### src/rtl/clock_period_monitor_pkg.sv
// -----------------------------------------------------------------------------
// clock_period_monitor_pkg
//   Shared definitions for the clock period monitor: FSM state encodings and
//   the default parameter values used by the top level.
// -----------------------------------------------------------------------------
package clock_period_monitor_pkg;

   // Monitor FSM states. SEEK is the reset state.
   typedef enum logic [1:0] {
      SEEK    = 2'd0,
      MEASURE = 2'd1,
      LOCKED  = 2'd2
   } mon_state_t;

   // Default widths and expected waveform (divide-by-28, 50% duty).
   localparam int DEF_CNT_W         = 8;
   localparam int DEF_EXPECT_PERIOD = 28;
   localparam int DEF_EXPECT_HIGH   = 14;
   localparam int DEF_LOCK_COUNT    = 2;

endpackage

### src/rtl/edge_sync_detect.sv
// -----------------------------------------------------------------------------
// edge_sync_detect
//   Brings an asynchronous level into the clk_in domain through a two-flop
//   synchronizer (s1, s2), delays it once more (s3) and flags rising edges.
//
// Ports:
//   clk_in  in   sole clock, rising edge
//   rst     in   synchronous active-high reset
//   d       in   asynchronous input level
//   rise    out  high for one cycle after a synchronized 0->1 transition
//   level   out  synchronized level (s2)
// -----------------------------------------------------------------------------
module edge_sync_detect
   import clock_period_monitor_pkg::*;
(
   input  logic clk_in,
   input  logic rst,
   input  logic d,
   output logic rise,
   output logic level
);

   logic s1;
   logic s2;
   logic s3;

   always_ff @(posedge clk_in) begin
      if (rst) begin
         s1 <= 1'b0;
         s2 <= 1'b0;
         s3 <= 1'b0;
      end else begin
         s1 <= d;
         s2 <= s1;
         s3 <= s2;
      end
   end

   assign rise  = s2 & ~s3;
   assign level = s2;

endmodule

### src/rtl/clock_period_monitor.sv
// -----------------------------------------------------------------------------
// clock_period_monitor
//   Measures the period and high time (in clk_in cycles) of a divided clock
//   and reports lock against an expected waveform.
//
// Parameters:
//   CNT_W          width of counters and of period/high_time
//   EXPECT_PERIOD  expected period in clk_in cycles
//   EXPECT_HIGH    expected high time in clk_in cycles
//   LOCK_COUNT     consecutive matching measurements needed for lock
//
// Ports:
//   clk_in      in   sole clock, rising edge
//   rst         in   synchronous active-high reset
//   sig_in      in   monitored divided clock (asynchronous)
//   period      out  last measured period
//   high_time   out  last measured high time
//   meas_valid  out  one-cycle pulse when period/high_time update
//   locked      out  waveform currently matches expectation
//   mismatch    out  one-cycle pulse on a non-matching measurement
//   timeout     out  one-cycle pulse when the period counter saturates
// -----------------------------------------------------------------------------
module clock_period_monitor
   import clock_period_monitor_pkg::*;
#(
   parameter int CNT_W         = DEF_CNT_W,
   parameter int EXPECT_PERIOD = DEF_EXPECT_PERIOD,
   parameter int EXPECT_HIGH   = DEF_EXPECT_HIGH,
   parameter int LOCK_COUNT    = DEF_LOCK_COUNT
)(
   input  logic             clk_in,
   input  logic             rst,
   input  logic             sig_in,
   output logic [CNT_W-1:0] period,
   output logic [CNT_W-1:0] high_time,
   output logic             meas_valid,
   output logic             locked,
   output logic             mismatch,
   output logic             timeout
);

   localparam logic [CNT_W-1:0] CNT_MAX     = '1;
   localparam int               MATCH_W     = $clog2(LOCK_COUNT + 1);
   localparam logic [MATCH_W-1:0] LOCK_TARGET = MATCH_W'(LOCK_COUNT);

   logic rise;
   logic level;

   edge_sync_detect u_sync (
      .clk_in (clk_in),
      .rst    (rst),
      .d      (sig_in),
      .rise   (rise),
      .level  (level)
   );

   mon_state_t         state_reg,      state_next;
   logic [CNT_W-1:0]   per_cnt_reg,    per_cnt_next;
   logic [CNT_W-1:0]   hi_cnt_reg,     hi_cnt_next;
   logic [CNT_W-1:0]   period_reg,     period_next;
   logic [CNT_W-1:0]   high_time_reg,  high_time_next;
   logic [MATCH_W-1:0] match_cnt_reg,  match_cnt_next;
   logic               meas_valid_reg, meas_valid_next;
   logic               locked_reg,     locked_next;
   logic               mismatch_reg,   mismatch_next;
   logic               timeout_reg,    timeout_next;

   // per_cnt starts at 0 on the rise cycle, so the period is one more than
   // the count; clamp so a saturated counter still reports 2^CNT_W-1.
   logic [CNT_W-1:0] meas_period;
   logic             is_match;

   assign meas_period = (per_cnt_reg == CNT_MAX) ? CNT_MAX : per_cnt_reg + CNT_W'(1);
   assign is_match    = (meas_period == CNT_W'(EXPECT_PERIOD)) &&
                        (hi_cnt_reg  == CNT_W'(EXPECT_HIGH));

   always_ff @(posedge clk_in) begin
      if (rst) begin
         state_reg      <= SEEK;
         per_cnt_reg    <= '0;
         hi_cnt_reg     <= '0;
         period_reg     <= '0;
         high_time_reg  <= '0;
         match_cnt_reg  <= '0;
         meas_valid_reg <= 1'b0;
         locked_reg     <= 1'b0;
         mismatch_reg   <= 1'b0;
         timeout_reg    <= 1'b0;
      end else begin
         state_reg      <= state_next;
         per_cnt_reg    <= per_cnt_next;
         hi_cnt_reg     <= hi_cnt_next;
         period_reg     <= period_next;
         high_time_reg  <= high_time_next;
         match_cnt_reg  <= match_cnt_next;
         meas_valid_reg <= meas_valid_next;
         locked_reg     <= locked_next;
         mismatch_reg   <= mismatch_next;
         timeout_reg    <= timeout_next;
      end
   end

   always_comb begin
      state_next      = state_reg;
      per_cnt_next    = (per_cnt_reg == CNT_MAX) ? CNT_MAX : per_cnt_reg + CNT_W'(1);
      hi_cnt_next     = (level && hi_cnt_reg != CNT_MAX) ? hi_cnt_reg + CNT_W'(1) : hi_cnt_reg;
      period_next     = period_reg;
      high_time_next  = high_time_reg;
      match_cnt_next  = match_cnt_reg;
      meas_valid_next = 1'b0;
      locked_next     = locked_reg;
      mismatch_next   = 1'b0;
      timeout_next    = 1'b0;

      // The rise cycle is itself the first high cycle of the new period.
      if (rise) begin
         per_cnt_next = '0;
         hi_cnt_next  = CNT_W'(1);
      end

      unique case (state_reg)
         SEEK: begin
            // The period in progress is partial, so only start counting.
            if (rise) begin
               state_next = MEASURE;
            end else begin
               per_cnt_next = '0;
               hi_cnt_next  = '0;
            end
         end

         MEASURE, LOCKED: begin
            // A rise takes priority over saturation on the same cycle.
            if (rise) begin
               meas_valid_next = 1'b1;
               period_next     = meas_period;
               high_time_next  = hi_cnt_reg;
               if (!is_match) begin
                  mismatch_next  = 1'b1;
                  match_cnt_next = '0;
                  locked_next    = 1'b0;
                  state_next     = MEASURE;
               end else if (state_reg == MEASURE) begin
                  match_cnt_next = match_cnt_reg + MATCH_W'(1);
                  if (match_cnt_reg + MATCH_W'(1) == LOCK_TARGET) begin
                     locked_next = 1'b1;
                     state_next  = LOCKED;
                  end
               end
            end else if (per_cnt_reg == CNT_MAX) begin
               timeout_next   = 1'b1;
               locked_next    = 1'b0;
               match_cnt_next = '0;
               per_cnt_next   = '0;
               hi_cnt_next    = '0;
               state_next     = SEEK;
            end
         end

         default: state_next = SEEK;
      endcase
   end

   assign period     = period_reg;
   assign high_time  = high_time_reg;
   assign meas_valid = meas_valid_reg;
   assign locked     = locked_reg;
   assign mismatch   = mismatch_reg;
   assign timeout    = timeout_reg;

endmodule

### config.mk
export PLATFORM = sky130hd
export DESIGN_NAME = clock_period_monitor
export DESIGN_NICKNAME = d
export VERILOG_FILES = /design/src/rtl/clock_period_monitor_pkg.sv /design/src/rtl/edge_sync_detect.sv /design/src/rtl/clock_period_monitor.sv
export SDC_FILE = /design/constraint.sdc
export NUM_CORES = 1
export LEC_CHECK = 0
export ABC_CLOCK_PERIOD_IN_PS = 5200
export BUFFER_PORTS_ARGS = -buffer_cell sky130_fd_sc_hd__buf_2
export CORE_ASPECT_RATIO = 1.75
export CORE_MARGIN = 2
export CORE_UTILIZATION = 50
export CTS_CLUSTER_SIZE = 28
export DETAILED_ROUTE_END_ITERATION = 8
export GPL_TIMING_DRIVEN = 0
export HOLD_SLACK_MARGIN = 0.08
export PLACE_DENSITY = 0.7
export SETUP_SLACK_MARGIN = 0.05
export SLEW_MARGIN = 20
export SYNTH_ARGS = -nofsm -noshare
export SYNTH_HDL_FRONTEND = slang
export SYNTH_SLANG_ARGS = --single-unit
export TNS_END_PERCENT = 1
### constraint.sdc
create_clock -name clk_in -period 5.2 [get_ports clk_in]
set_input_delay 1.56 -clock clk_in [delete_from_list [all_inputs] [get_ports clk_in]]
set_output_delay 1.56 -clock clk_in [all_outputs]
set_load 0.02 [all_outputs]
==> impl_metrics.env <==
export IMPL_outcome="complete, no violations"
export IMPL_setup_tns_final_ns=0
export IMPL_hold_viol=0
export IMPL_ys_types=48
export IMPL_antenna_found_initial=0
export IMPL_postSynthCellCount=230
export IMPL_vias=1693
export IMPL_drive_above_1_share=0.192
export IMPL_clkLatencyLatePin_ns=0.30
export IMPL_grt_pass1_vias=1691
export IMPL_seq_area_frac_synth=0.422
export IMPL_critPathLaunchType="input port"
export IMPL_core_area_um2=3900
export IMPL_min_period_ns=2.42
export IMPL_grt_pass1_wl_mm=7.58
export IMPL_gp_congestion=0.869
export IMPL_design_area_um2=2350
export IMPL_placed_area_um2=2210
export IMPL_syn_nets=241
export IMPL_final_common_cell="dfxtp_1"
export IMPL_avgSynthCellArea_um2=8.87
export IMPL_drc_errors=0
export IMPL_io_buffers=22
export IMPL_vdd_drop_max_v=0.000224
export IMPL_cts_hold_buf=0
export IMPL_nNetsFinal=270
export IMPL_floorplan_die_area_um2=4630
export IMPL_worstSetupPathType="in2reg"
export IMPL_skew_ns=0.00732
export IMPL_n_fill_cell=388
export IMPL_start_util=0.523
export IMPL_synth_main_ff_cell="dfxtp_1"
export IMPL_syn2layout_area_growth_pct=15.0
export IMPL_powerDensity_nw_per_um2=308
export IMPL_reg2reg_slack_ns=2.98
export IMPL_slew_headroom=0.617
export IMPL_grt_overflow=0
export IMPL_diodes=0
export IMPL_cts_sinks=43
export IMPL_end_kind="flop"
export IMPL_cts_buffers_inserted=5
export IMPL_synth_edf_count=0
export IMPL_worstPathMaxFanout=10
export IMPL_cts_resized=0
export IMPL_yosys_register_bits=43
export IMPL_firstDrtPassIters=4
export IMPL_place_hpwl_mm=3.33
export IMPL_period_share=0.465
export IMPL_async_flop_share=0
export IMPL_yosysWarnings=0
export IMPL_cts_setup_buffers=0
export IMPL_rows=30
export IMPL_avgRoutedWirePerCell_um=14.6
export IMPL_fmax_mhz=414
export IMPL_pin_count=23
export IMPL_ant_nets=0
export IMPL_setup_viol=0
export IMPL_cellLeakagePower_nw=0.903
export IMPL_cts_root_buffer_cell="clkbuf_8"
export IMPL_placedCellCount=300
export IMPL_grt_usage=0.220
export IMPL_rsz0062_at_grt="false"
export IMPL_maxSlewViolCount=0
export IMPL_cap_viol_max_count=0
export IMPL_die_height_um=88.5
export IMPL_arrival_ns=2.59
export IMPL_hold_path_class="reg2reg"
export IMPL_cts_buffer_depth=2
export IMPL_htreeDepth=2
export IMPL_die_width_um=52.3
export IMPL_layout_cells_most_common_list="dfxtp_1 (43), nor2_1 (32), buf_2 (26), nand2_1 (26), a21oi_1 (16)"
export IMPL_grt_start_max_net_pins=15
export IMPL_final_cells=308
export IMPL_cts_tree="yes"
export IMPL_drt_iter0_markers=23
export IMPL_worstMarginPinSlew_ns=0.574
export IMPL_required_ns=5.38
export IMPL_wirelength_mm=4.48
export IMPL_syn_cell_area_um2=2040
export IMPL_cts_clk_slew_worst_paths_ns=0.09
export IMPL_viasPerCell=5.50
==> metal layers <==
metal | wire [µm] | up-vias | GRT usage
li1 | - | 853 | -
met1 | 1810 | 800 | 0.228
met2 | 2450 | 29 | 0.420
met3 | 104 | 11 | 0.0321
met4 | 117 | 0 | 0.0956
met5 | 0 | - | 0
==> kinds of logic after synthesis <==
group,Yosys count,synth area share
and+or+nand+nor,99,0.243
AOI/OAI and AO/OA,47,0.185
muxes,3,0.0172
buffers and inverters,20,0.0411
xor gates and xnor gates,10,0.0429
DFF,43,0.422
adders and majority gates,8,0.0491
==> metrics by stage <==
step            util  hold slack [ns]  setup WS, ns  power, W
2_1_floorplan      -            0.414          2.85  0.000401
3_5_place_dp   0.566            0.444          2.44  0.000418
4_1_cts        0.601            0.450          2.77  0.000729
5_1_grt        0.601            0.465          2.70  0.000750
6_report       0.601            0.439          2.78  0.000722
3_3_place_gp   0.566            0.441          2.46  0.000417
==> path summary, 6_finish.rpt <==
check	from	to	cells past startpoint
max	rst	match_cnt_reg[1]	4
min	u_sync.s1	u_sync.level	1
max reg2reg	per_cnt_reg[0]	state_reg[0]	6
min reg2reg	u_sync.s1	u_sync.level	1
==> cell usage after synthesis (all sizes together) (2+ instances only) <==
cell type | count | area [µm²]
nand4 | 8 | 50.1
nor2 | 32 | 120
a21o | 3 | 23.8
buf | 6 | 31.3
and2 | 5 | 32.5
a21oi | 19 | 106
nor4bb | 2 | 20.0
a2111oi | 2 | 42.5
nor2b | 5 | 31.3
and3 | 4 | 25.0
inv | 9 | 33.8
a31oi | 2 | 12.5
dfxtp | 43 | 861
mux2i | 2 | 20.0
nor4 | 2 | 12.5
ha | 8 | 100
nand3 | 5 | 37.5
a211oi | 8 | 60.1
and4 | 2 | 17.5
xor2 | 7 | 61.3
xnor2 | 3 | 26.3
nand2 | 26 | 97.6
clkbuf | 5 | 18.8
o21ai | 4 | 23.8
nand2b | 4 | 25.0
==> cell type report <==
cell class              instances  area [µm²]  area share
repair buffers                 22         110      0.0469
flip-flops and latches         43         861       0.367
plain buffers                  11        50.0      0.0213
clock inverters                 3        67.6      0.0288
clock buffers                   5        68.8      0.0293
well taps                      48        60.1      0.0256
multi-input cells             167        1100       0.467
inverters                       9        33.8      0.0144
==> power breakdown <==
group | total (W) | switching (W) | internal [W]
combinational | 0.0000675 | 0.0000419 | 0.0000256
clock | 0.000313 | 0.000121 | 0.000192
sequential | 0.000342 | 0.00000639 | 0.000336
==> worst max-delay path, cell delays in order <==
cell and delay, ns:
buf_2 0.09, clkbuf_1 0.32, buf_1 0.50, o31ai_2 0.12
Note: power is estimated with default switching activity, not from simulation.
